## src/rtl/dmem_arbiter.sv

```systemverilog
// Two-port arbiter sharing one single-port data memory between port 0 (MEM stage) and port 1 (loader/debug).
// The winning request is registered and drives the memory; read data returns via a registered one-cycle rvalid.
module dmem_arbiter #(
   parameter  int WIDTH      = 32,
   parameter  int VOLUME     = 256,
   parameter  int FIXED_PRIO = 0,
   localparam int ADDR_WIDTH = $clog2(VOLUME)
) (
   input  logic                  clk,
   input  logic                  rst_n,

   input  logic                  req_0,
   input  logic                  we_0,
   input  logic [ADDR_WIDTH-1:0] addr_0,
   input  logic [WIDTH-1:0]      wdata_0,
   output logic                  gnt_0,
   output logic                  rvalid_0,
   output logic [WIDTH-1:0]      rdata_0,

   input  logic                  req_1,
   input  logic                  we_1,
   input  logic [ADDR_WIDTH-1:0] addr_1,
   input  logic [WIDTH-1:0]      wdata_1,
   output logic                  gnt_1,
   output logic                  rvalid_1,
   output logic [WIDTH-1:0]      rdata_1,

   output logic [ADDR_WIDTH-1:0] mem_addr,
   output logic                  mem_we,
   output logic [WIDTH-1:0]      mem_din,
   input  logic [WIDTH-1:0]      mem_dout
);

   typedef enum logic {
      ST_IDLE   = 1'b0,
      ST_ACCESS = 1'b1
   } state_t;

   state_t                r_state;
   state_t                w_state_nxt;
   logic                  r_sel;
   logic                  r_we;
   logic [ADDR_WIDTH-1:0] r_addr;
   logic [WIDTH-1:0]      r_wdata;
   logic                  r_last;

   logic                  r_rvalid_0;
   logic                  r_rvalid_1;
   logic [WIDTH-1:0]      r_rdata_0;
   logic [WIDTH-1:0]      r_rdata_1;

   logic                  w_cur_valid;
   logic                  w_elig_0;
   logic                  w_elig_1;
   logic                  w_win;
   logic                  w_grant;
   logic                  w_nxt_we;
   logic [ADDR_WIDTH-1:0] w_nxt_addr;
   logic [WIDTH-1:0]      w_nxt_wdata;
   logic                  w_rd_done;

   assign w_cur_valid = (r_state == ST_ACCESS);

   // A port still holding req during its own grant cycle is not eligible, so it cannot win twice.
   always_comb begin
      w_elig_0    = req_0 & ~(w_cur_valid & (r_sel == 1'b0));
      w_elig_1    = req_1 & ~(w_cur_valid & (r_sel == 1'b1));
      w_win       = 1'b0;
      w_state_nxt = ST_IDLE;
      if (w_elig_0 & w_elig_1) begin
         w_win       = (FIXED_PRIO != 0) ? 1'b0 : ~r_last;
         w_state_nxt = ST_ACCESS;
      end else if (w_elig_0) begin
         w_win       = 1'b0;
         w_state_nxt = ST_ACCESS;
      end else if (w_elig_1) begin
         w_win       = 1'b1;
         w_state_nxt = ST_ACCESS;
      end
      w_grant     = (w_state_nxt == ST_ACCESS);
      w_nxt_we    = w_win ? we_1    : we_0;
      w_nxt_addr  = w_win ? addr_1  : addr_0;
      w_nxt_wdata = w_win ? wdata_1 : wdata_0;
   end

   always_ff @(posedge clk or negedge rst_n) begin
      if (!rst_n) begin
         r_state <= ST_IDLE;
         r_sel   <= 1'b0;
         r_we    <= 1'b0;
         r_addr  <= '0;
         r_wdata <= '0;
         r_last  <= 1'b1;
      end else begin
         r_state <= w_state_nxt;
         if (w_grant) begin
            r_sel   <= w_win;
            r_we    <= w_nxt_we;
            r_addr  <= w_nxt_addr;
            r_wdata <= w_nxt_wdata;
            r_last  <= w_win;
         end
      end
   end

   // The memory reads asynchronously, so mem_dout is valid for the registered access this cycle.
   assign w_rd_done = w_cur_valid & ~r_we;

   always_ff @(posedge clk or negedge rst_n) begin
      if (!rst_n) begin
         r_rvalid_0 <= 1'b0;
         r_rvalid_1 <= 1'b0;
         r_rdata_0  <= '0;
         r_rdata_1  <= '0;
      end else begin
         r_rvalid_0 <= w_rd_done & (r_sel == 1'b0);
         r_rvalid_1 <= w_rd_done & (r_sel == 1'b1);
         if (w_rd_done & (r_sel == 1'b0)) begin
            r_rdata_0 <= mem_dout;
         end
         if (w_rd_done & (r_sel == 1'b1)) begin
            r_rdata_1 <= mem_dout;
         end
      end
   end

   assign mem_addr = r_addr;
   assign mem_din  = r_wdata;
   assign mem_we   = w_cur_valid & r_we;
   assign gnt_0    = w_cur_valid & (r_sel == 1'b0);
   assign gnt_1    = w_cur_valid & (r_sel == 1'b1);
   assign rvalid_0 = r_rvalid_0;
   assign rvalid_1 = r_rvalid_1;
   assign rdata_0  = r_rdata_0;
   assign rdata_1  = r_rdata_1;

endmodule

```

## config.mk

```make
export PLATFORM = sky130hd
export DESIGN_NAME = dmem_arbiter
export DESIGN_NICKNAME = d
export VERILOG_FILES = /design/src/rtl/dmem_arbiter.sv
export SDC_FILE = /design/constraint.sdc
export NUM_CORES = 1
export LEC_CHECK = 0
export ABC_CLOCK_PERIOD_IN_PS = 3500
export CORE_ASPECT_RATIO = 0.8
export CORE_MARGIN = 4
export CORE_UTILIZATION = 43
export DETAILED_ROUTE_END_ITERATION = 6
export PLACE_DENSITY = 0.9
export SLEW_MARGIN = 20
export SYNTH_ARGS = -nofsm -noshare
export SYNTH_HDL_FRONTEND = slang
export SYNTH_SLANG_ARGS = --single-unit
```

## constraint.sdc

```tcl
create_clock -name clk -period 3.5 [get_ports clk]
set_clock_uncertainty 0.2 [all_clocks]
set_input_delay 0.35 -clock clk [delete_from_list [all_inputs] [get_ports clk]]
set_output_delay 0.35 -clock clk [all_outputs]
set_load 0.01 [all_outputs]
```

# Yosys cells after proc, flatten, opt, wreduce, memory -nomap -nowiden
# Cells that the tools add are included.
# op_classes
n_bitwise	14
muxes	8
# op_table
operator	n
two-way mux 32 bit	1
AND 1 bit	9
two-way mux 8 bit	1
two-way mux 1 bit	6
NOT 1 bit	5
# totals
out_inout_bits	109
input_bits	118
ff_bits	110

# Longest topological paths before layout
# Gate-level depths: netlist of the first run.
# logic_depth
word_depth	7
mapped_depth	8
ltp_nobuf	5

# Least setup slack after synthesis of the first run
# Ideal clock, no wire load.
# synth_path
path_type	register to register
startpoint	reg r_state
endpoint	reg r_addr[0], in the netlist mem_addr[0]
path_buffers	3
t_arrival_ps	1447
t_required_ps	3174
setup_slack_ps	1727
path_stages_with_launch	7
period_less_slack_ps	1773
setup_time_ps	126
path_cell_list	dfrtp_1 and2_4 buf_6 a22o_1 buf_6 buf_6 a221o_1
# synth_between
elab_chain_len	7
elab_cells_between_ends	13
# synth_rtl
item	line	source
start: declaration	39	state_t r_state;
start signal: assignment	95	r_state <= w_state_nxt;
AND 1 bit (*)	--	
named net gnt_1	24	output logic gnt_1,
NOT 1 bit (*)	67	w_elig_1 = req_1 & ~(w_cur_valid & (r_sel == 1'b1));
AND 1 bit (*)	67	
two-way mux 1 bit	76	end else if (w_elig_1) begin
two-way mux 1 bit	73	end else if (w_elig_0) begin
two-way mux 1 bit	70	if (w_elig_0 & w_elig_1) begin
two-way mux 8 bit	82	w_nxt_addr = w_win ? addr_1 : addr_0;
end signal: assignment	99	r_addr <= w_nxt_addr;
end: declaration	43	logic [ADDR_WIDTH-1:0] r_addr;
# The timed path passes the listed nets; every way through them passes the cells marked *.
# A chain may end at the register's enable or synchronous reset.

# Worst setup path after layout of the first run
# layout_path
startpoint	reg r_state
endpoint	reg r_rdata_0[19], in the netlist rdata_0[19]
# layout_between
elab_chain_len	2
# layout_rtl
item	line	source
AND 1 bit	107	assign w_rd_done = w_cur_valid & ~r_we;
AND 1 bit	118	if (w_rd_done & (r_sel == 1'b0)) begin
end signal: assignment	119	r_rdata_0 <= mem_dout;
end: declaration	49	logic [WIDTH-1:0] r_rdata_0;
# No other way between the ends.

==> flow_summary_export.csv, run 1 <==
group,metric,value,unit
outcome,status,"completed",
synth,synth_edf_count,0,
global_route,grt_pass1_vias,4055,
sta,maxSlewViolCount,0,
sta,hold_viol_final,0,
global_route,grt_max_degree,64,
floorplan,core_area,0.009849,mm^2
setup_path,cp.required,3.52,ns
synth,synth_top_area_frac,0.6172,
sta,min_period,2.291,ns
drt,drc_errors,0,
synth,synth_area_leaders,"dfrtp_1 (62%), a221o_1 (9.3%), nand2_1 (8.3%)",
clocking,root_buffer,"clkbuf_16",
cells_and_area,fin_nets,699,
setup_path,critPathMaxFanout,33,
setup_path,critical_path_class,"flop to flop",
sta,fmax,0.4365,GHz
place,dp_cells,705,
floorplan,die_y,98.68,um
place,gp_congestion,0.8182,
sta,setup-tns-final,0,ns
sta,relSlewSlack,0.3253,
sta,finalCritPeriodShare,0.6546,
cells_and_area,antenna_cells,0,
drt,routed_wl,13.16,mm
sta,holdWs,0.2819,ns
cells_and_area,fin_util,0.7144,
pwr,power.density,758.3,mW/mm^2
place,io_buffer_count,226,
worst_hold_path,hold_path.class,"flop to flop",
clocking,cts_setup_buffers,0,
synth,synthFlopType,"dfrtp_1",
clocking,cts_tree,"yes",
floorplan,fp.dieW,121.3,um
global_route,grt_overflow,0,
drt,drt-vias-per-instance,5.115,
synth,synth_cell_types,22,
pwr,vdd_ir_drop_max,0.0004302,V
synth,async_flop_share,1.000,
job,max_cap_violations,0,
synth,syn_avg_cell_area,12.21,um^2
synth,yosysTopAreaCell,"dfrtp_1",
setup_path,startpoint_type,"flop",
place,placed_area,0.006751,mm^2
global_route,grt_usage,0.2208,
pwr,p_leak,3.074,nW
synth,synth_area,0.004419,mm^2
drt,num_vias,3688,
clocking,cts_buffer_depth,2,
drt,drtIter0Drc,249,
cells_and_area,syn_to_final_growth,59.23,%
place,hpwl,9.880,mm
synth,synth_seq_area_share,0.6232,
drt,drt-wirelength-per-cell,18.25,um
clocking,clk_pin_slew,0.07,ns
sta,worst_pin_slew,1.010,ns
synth,synth_seq_cells,110,
clocking,insertion_delay,0.34,ns
floorplan,row_count,32,
synth,synthCells,362,
floorplan,io_pins,227,
global_route,antenna_found_initial,0,
drt,ant_nets,0,
global_route,grt_pass1_wl,20.66,mm
synth,synth_fp_nets,480,
synth,yosysWarnings,0,
sta,finalSetupViolations,0,
clocking,h-tree-depth,3,
clocking,cts.sinks,110,
cells_and_area,final_cells,721,
floorplan,die_area,0.01197,mm^2
cells_and_area,stdcell_area,0.007037,mm^2
floorplan,start_util,0.4487,
clocking,cts_buffers,9,
setup_path,critical_path.endpoint_type,"flop",
cells_and_area,drive_gt1_frac,0.09915,
sta,rsz0062_at_grt,"false",
setup_path,arrival,2.31,ns
drt,first_pass_iters,4,
[synthesized netlist by cell type, types with 3 or more instances]
cell	n
buf_6	6
inv_1	5
nand2_1	98
a221o_1	41
clkbuf_2	4
clkbuf_1	10
mux2_2	32
and2_1	42
buf_4	3
dfrtp_1	109
[worst paths after layout]
path	start	endpoint	slack, ns	cells past startpoint
hold reg to reg	rdata_1[22]	rdata_1[22]	0.28	2
min in group asynchronous	rst_n	mem_din[5]	0.36	2
max in group asynchronous	rst_n	rdata_0[2]	1.98	3
hold / removal	rdata_1[22]	rdata_1[22]	0.28	2
setup / recovery	r_state	rdata_0[19]	1.21	3
setup reg to reg	r_state	rdata_0[19]	1.21	3
[worst max-delay path: stages, from the launching register on]
cell and delay, ns:
dfrtp_1 0.42, or2b_1 0.33, nor2_4 0.79, mux2_2 0.43
[sequential cells by signal, indices dropped and copies added (netlist names)]
register	cells
mem_addr	8
mem_din	32
r_last	1
r_sel	1
r_state	1
r_we	1
rdata_0	32
rdata_1	32
rvalid_0	1
rvalid_1	1
[power breakdown]
part	internal [mW]	switching, mW
Clock	0.498	0.451
Combinational	1.36	0.925
Sequential	1.79	0.313
Total	3.65	1.69
[placed cells by master, fill, tap and decap left out]
| master | instances |
|---|---|
| a221o_1 | 41 |
| a21o_1 | 1 |
| o311a_1 | 1 |
| dfrtp_1 | 109 |
| nand2_1 | 98 |
| clkdlybuf4s50_1 | 225 |
| buf_4 | 5 |
| and2_1 | 42 |
| dlygate4sd3_1 | 1 |
| inv_2 | 1 |
| clkinv_4 | 1 |
| a22o_1 | 1 |
| a311oi_4 | 1 |
| buf_12 | 1 |
| and2_4 | 1 |
| nor2_4 | 1 |
| nand2b_1 | 1 |
| o31ai_1 | 1 |
| clkinv_2 | 1 |
| clkinvlp_4 | 3 |
| clkbuf_16 | 9 |
| or2b_1 | 1 |
| clkbuf_8 | 1 |
| dfstp_2 | 1 |
| inv_1 | 5 |
| mux2_2 | 32 |
[layer usage]
| metal | up-vias | GRT usage | part of all wire |
|---|---|---|---|
| li1 | 1676 | - | - |
| met1 | 1801 | 0.2441 | 0.37 |
| met2 | 183 | 0.3881 | 0.51 |
| met3 | 28 | 0.08262 | 0.092 |
| met4 | 0 | 0.08096 | 0.028 |
| met5 | - | 0 | 0 |
[metrics by stage]
stage	setup slack [ns]	power, mW
floorplan	1.727	3.008
global placement	1.077	4.325
detailed placement	0.9940	4.422
CTS	1.187	5.390
global route	1.092	5.642
finish	1.209	5.336
[cell type report]
cell class | count | area, um^2
fill | 701 | 2813
inverter | 6 | 22.52
clock inverter | 5 | 36.28
sequential | 110 | 2754
clock buffer | 10 | 239.0
tap | 136 | 170.2
timing repair buffer | 232 | 2320
multi-input combinational | 222 | 1495
[cell families (layout without fill, tap and decap cells)]
kind of cell | Yosys count | count (layout) | share of synthesized area
flops | 110 | 110 | 0.6232
compound gates | 46 | 46 | 0.1065
mux | 32 | 32 | 0.08154
simple gates | 144 | 144 | 0.1492
buf+inv | 30 | 253 | 0.03964
[what timing repair did]
item,4_1_cts,5_1_grt
hold buffers,1,0
gates resized for setup,0,0
endpoints found under the hold margin,46,0
setup endpoints to repair,0,0
(Power assumes the default switching activity.)
==> inputs of run 2 (changes only) <==
--- a/config.mk
+++ b/config.mk
@@ -5,12 +5,12 @@
 export SDC_FILE = /design/constraint.sdc
 export NUM_CORES = 1
 export LEC_CHECK = 0
-export ABC_CLOCK_PERIOD_IN_PS = 3500
+export ABC_CLOCK_PERIOD_IN_PS = 2000
 export CORE_ASPECT_RATIO = 0.8
 export CORE_MARGIN = 4
-export CORE_UTILIZATION = 43
+export CORE_UTILIZATION = 36
 export DETAILED_ROUTE_END_ITERATION = 6
-export PLACE_DENSITY = 0.9
+export PLACE_DENSITY = 0.81
 export SLEW_MARGIN = 20
 export SYNTH_ARGS = -nofsm -noshare
 export SYNTH_HDL_FRONTEND = slang
==> constraint.sdc (replaced) <==
create_clock -name clk -period 2 [get_ports clk]
set_clock_uncertainty 0.2 [all_clocks]
set_input_delay 0.2 -clock clk [delete_from_list [all_inputs] [get_ports clk]]
set_output_delay 0.2 -clock clk [all_outputs]
set_load 0.01 [all_outputs]
==> run 2 against run 1 <==
Against the previous run:
- register-to-register slack worse by 1.1 ns
- sequential cell count unchanged
- combinational power up 78%
- count of clock-buffer cells in the layout up 1
- sequential power up 74%
- design area up 2.6%
- global-route usage down 4.2 points
- first-iteration DRC count down 30%
- largest power group unchanged
- highest routed layer unchanged
==> flow_summary_export.csv, run 2 (synthesis gave the netlist of run 1 again) <==
group,metric,value,unit
sta,holdWs,0.1618,ns
global_route,grt_overflow,0,
place,hpwl,9.761,mm
global_route,grt_max_degree,38,
setup_path,critical_path.endpoint_type,"output port",
clocking,cts_setup_buffers,0,
sta,maxSlewViolCount,0,
place,io_buffer_count,226,
floorplan,fp.dieW,131.9,um
pwr,p_leak,3.166,nW
outcome,status,"completed",
job,max_cap_violations,0,
clocking,cts.sinks,110,
sta,rsz0062_at_grt,"false",
setup_path,critical_path_class,"flop to output port",
drt,drt-vias-per-instance,4.873,
cells_and_area,antenna_cells,0,
cells_and_area,layout_commonest_cell,"clkdlybuf4s50_1",
floorplan,core_area,0.01174,mm^2
drt,drt-wirelength-per-cell,17.16,um
sta,fmax,0.5230,GHz
setup_path,rr_endpoint,"mem_din[25]",
floorplan,die_area,0.01412,mm^2
global_route,antenna_found_initial,0,
setup_path,r2r_start,"r_state",
drt,num_vias,3621,
drt,wl_met1,5.136,mm
place,placed_area,0.006897,mm^2
cells_and_area,drive_gt1_frac,0.1143,
sta,setup-tns-final,0,ns
setup_path,critPathMaxFanout,5,
floorplan,die_y,107.1,um
drt,wl_met3,977,um
clocking,h-tree-depth,3,
setup_path,rr_worst_depth,5,
drt,drc_errors,0,
drt,highest-signal-layer,"met4",
global_route,grt_pass1_wl,20.31,mm
worst_hold_path,hold_path.class,"input pin to asynchronous set/reset pin",
global_route,grt_usage,0.1791,
setup_path,cp.required,1.60,ns
clocking,cts_buffers,9,
floorplan,io_pins,227,
global_route,grt_pass1_vias,3930,
sta,hold_viol_final,0,
floorplan,row_count,35,
setup_path,arrival,1.51,ns
cells_and_area,layout_common_cells,"clkdlybuf4s50_1 (224), dfrtp_1 (109), nand2_1 (98)",
drt,drtIter0Drc,174,
drt,ant_nets,0,
cells_and_area,stdcell_area,0.007217,mm^2
pwr,power.density,1321,mW/mm^2
drt,routed_wl,12.75,mm
sta,finalCritPeriodShare,0.9560,
sta,finalSetupViolations,0,
setup_path,regToRegSetupSlack,0.15,ns
drt,routed-wl-met2,6.472,mm
place,pre_cts_ws,0.02627,ns
drt,first_pass_iters,4,
sta,fin_ws,0.08802,ns
clocking,clk_pin_slew,0.07,ns
clocking,cts_tree,"yes",
floorplan,start_util,0.3765,
cells_and_area,fin_nets,708,
sta,min_period,1.912,ns
sta,worst_pin_slew,0.5951,ns
clocking,cts_buffer_depth,2,
setup_path,startpoint_type,"flop",
clocking,root_buffer,"clkbuf_16",
place,gp_congestion,0.8003,
sta,relSlewSlack,0.6027,
pwr,vdd_ir_drop_max,0.0005676,V
cells_and_area,syn_to_final_growth,63.31,%
clocking,insertion_delay,0.33,ns
-- run 2: changes by cell type in the layout (fill, tap and decap cells not counted), moves of 2 or more --
cell,previous run,this run
clkinvlp_4,3,0
inv_6,0,2
buf_12,1,6
buf_4,5,9
-- run 2: worst max path at each step --
stage | cells past startpoint | slack (ns) | start | endpoint
3_5_place_dp | 5 | 0.03 | req_1 | mem_din[9]
6_report | 2 | 0.09 | r_state | gnt_1
4_1_cts | 2 | 0.06 | r_state | gnt_1
3_3_place_gp | 5 | 0.08 | req_1 | mem_din[5]
2_1_floorplan | 6 | 0.23 | r_state | mem_addr[0]
5_1_grt | 2 | 0.01 | r_state | gnt_1
-- run 2: final cells by class --
| type | instances | area, um^2 |
|---|---|---|
| clock buffer | 11 | 242.7 |
| clock inverter | 5 | 65.06 |
| fill | 954 | 4519 |
| inverter | 6 | 22.52 |
| multi-input combinational | 222 | 1499 |
| sequential | 110 | 2754 |
| tap | 148 | 185.2 |
| timing repair buffer | 241 | 2449 |
-- run 2: critical path, stage by stage, from the launching register on --
cell,delay (ns)
dfrtp_1,0.41
and2_4,0.21
clkdlybuf4s50_1,0.57
-- run 2: timing repair --
item,CTS,global route
hold buffers,1,0
endpoints found under the setup margin,1,0
endpoints found under the hold margin,32,0
gates resized for setup,2,0
-- run 2: routing by layer --
layer,up-vias,global-route usage
li1,1704,-
met1,1754,0.2084
met2,148,0.3122
met3,15,0.06285
met4,0,0.05622
met5,-,0
-- run 2: stage by stage --
step	std cells	utilization	power, mW
finish	743	0.6149	9.530
global route	743	0.6149	10.08
CTS	743	0.6149	9.655
detailed placement	726	0.5876	7.805
global placement	726	0.5876	7.651
floorplan	362	-	5.265
-- run 2: report_power, final --
part,switching [mW],total [mW],internal (mW)
Sequential,0.528,3.66,3.14
Combinational,1.61,4.06,2.44
Clock,0.791,1.81,1.02
Total,2.93,9.53,6.60
==> inputs of run 3 (changes only) <==
--- a/config.mk
+++ b/config.mk
@@ -8,9 +8,10 @@
 export ABC_CLOCK_PERIOD_IN_PS = 2000
 export CORE_ASPECT_RATIO = 0.8
 export CORE_MARGIN = 4
-export CORE_UTILIZATION = 36
+export CORE_UTILIZATION = 37
+export CTS_BUF_LIST = sky130_fd_sc_hd__clkbuf_2 sky130_fd_sc_hd__clkbuf_4 sky130_fd_sc_hd__clkbuf_8
 export DETAILED_ROUTE_END_ITERATION = 6
-export PLACE_DENSITY = 0.81
+export PLACE_DENSITY = 0.82
 export SLEW_MARGIN = 20
 export SYNTH_ARGS = -nofsm -noshare
 export SYNTH_HDL_FRONTEND = slang
==> run 3 against run 2 <==
Against the previous run:
- setup slack got worse by 0.014 ns
- clock power decreased by 29%
- count of clock-buffer cells in the layout unchanged
- critical path depth increased by 1
- combinational power about the same
- die area decreased by 2.5%
- sequential share of layout area increased by 0.78 points
- critical endpoint is now mem_we
- wire length decreased by 1.8%
- sequential power about the same
==> flow_summary_export.csv, run 3 (synthesis gave the netlist of run 1 again) <==
group,metric,value,unit
outcome,status,"completed",
sta,holdWs,0.1887,ns
sta,finalSetupViolations,0,
setup_path,rr_endpoint,"mem_addr[1]",
drt,drc_errors,0,
worst_hold_path,hold_path.class,"input pin to flop",
place,io_buffer_count,226,
setup_path,critical_path_class,"flop to output port",
global_route,grt_busiest_layer,"met2",
cells_and_area,drive_gt1_frac,0.1130,
drt,drtIter0Drc,138,
global_route,gr-usage-met3,0.05876,
cells_and_area,regArea,0.002754,mm^2
setup_path,startpoint_type,"flop",
cells_and_area,layout_common_cells,"clkdlybuf4s50_1 (223), dfrtp_1 (109), nand2_1 (98)",
sta,rsz0062_at_grt,"false",
setup_path,arrival,1.53,ns
cells_and_area,fin_nets,706,
place,dp_cells,722,
cells_and_area,nFillCells,956,
drt,num_vias,3608,
floorplan,start_util,0.3808,
drt,first_pass_iters,4,
global_route,grt_pass1_wl,19.85,mm
clocking,cts_buffers,9,
drt,drt-wirelength-per-cell,16.90,um
setup_path,regToRegSetupSlack,0.16,ns
clocking,cts.sinks,110,
floorplan,row_count,35,
sta,min_period,1.926,ns
clocking,h-tree-depth,3,
worst_hold_path,hold_start,"mem_dout[17]",
job,max_cap_violations,0,
setup_path,critPathMaxFanout,3,
sta,finalCritPeriodShare,0.9631,
sta,worst_pin_slew,0.6095,ns
sta,relSlewSlack,0.5931,
floorplan,io_pins,227,
place,hpwl,9.196,mm
pwr,p_leak,3.096,nW
cells_and_area,antenna_cells,0,
pwr,vdd_ir_drop_max,0.0005835,V
drt,drt-vias-per-instance,4.869,
global_route,grt_usage,0.1811,
worst_hold_path,whs_path_depth,3,
cells_and_area,syn_to_final_growth,60.05,%
setup_path,critical_path.endpoint_type,"output port",
sta,fmax,0.5192,GHz
clocking,clk_pin_slew,0.10,ns
cells_and_area,multi_input_area,0.001499,mm^2
global_route,grt_pass1_vias,3871,
cells_and_area,final_cells,741,
floorplan,core_area,0.01160,mm^2
setup_path,cp.required,1.60,ns
cells_and_area,fin_util,0.6095,
sta,hold_viol_final,0,
setup_path,rr_worst_depth,5,
global_route,grtUsageMet1,0.2141,
global_route,grt_overflow,0,
global_route,antenna_found_initial,0,
floorplan,die_area,0.01377,mm^2
clocking,cts_tree,"yes",
global_route,grtUsageMet2,0.3184,
clocking,insertion_delay,0.35,ns
sta,maxSlewViolCount,0,
clocking,root_buffer,"clkbuf_8",
worst_hold_path,whs_endpoint,"rdata_1[17]",
sta,setup-tns-final,0,ns
drt,routed_wl,12.52,mm
pwr,p_total,8.958,mW
place,gp_congestion,0.7743,
clocking,cts_buffer_depth,2,
floorplan,die_y,105.8,um
floorplan,fp.dieW,130.2,um
global_route,grt_max_degree,111,
setup_path,r2r_start,"r_state",
drt,ant_nets,0,
pwr,power.density,1267,mW/mm^2
cells_and_area,layout_commonest_cell,"clkdlybuf4s50_1",
## run 3: cell count changes in the layout (fill, tap and decap cells not counted), sizes merged
cell	delta
inv	-1
dlygate4sd2	+1
clkinvlp	+2
buf	-2
bufinv	-1
clkdlybuf4s50	-1
## run 3: metal layers
metal  wire length [um]  up-vias
li1                   -     1697
met1               4913     1764
met2               6455      135
met3               1020       12
met4                132        0
met5                  0        -
## run 3: worst max path at each step
stage,start,to,slack (ns),cells past startpoint
2_1_floorplan,r_state,mem_addr[0],0.23,6
3_3_place_gp,req_1,mem_din[0],0.09,5
3_5_place_dp,req_0,mem_din[16],0.06,6
4_1_cts,r_state,mem_we,0.04,3
5_1_grt,r_state,mem_we,0.01,3
6_report,r_state,mem_we,0.07,3
## run 3: cell type report
| cell class | instances | area share |
|---|---|---|
| multi-input cells | 222 | 0.2119 |
| flip-flops and latches | 110 | 0.3894 |
| repair buffers | 239 | 0.3421 |
| inverters | 6 | 0.003184 |
| well taps | 148 | 0.02618 |
| clock buffers | 11 | 0.02140 |
| clock inverters | 5 | 0.005838 |
## run 3: metrics by stage
step | setup slack [ns] | area, um^2
after detailed placement | 0.06187 | 6854
after CTS | 0.04207 | 7073
after floorplan | 0.2266 | 4419
after global placement | 0.09368 | 6854
after global routing | 0.01270 | 7073
final | 0.07384 | 7073
## run 3: repair_timing
action                     in CTS  in global routing
hold buffers                    1                  0
setup buffers                   2                  0
hold endpoints to repair      109                  0
gates resized for setup         3                  0
setup endpoints to repair       1                  0
## run 3: critical path, stage by stage (launching register included)
cell             delay (ns)
dfrtp_1                0.41
buf_4                  0.14
and2_1                 0.12
clkdlybuf4s50_1        0.50
## run 3: report_power, final
group	switching, mW	total [mW]	internal (mW)
registers	0.511	3.64	3.13
logic	1.60	4.04	2.44
clock network	0.753	1.28	0.531
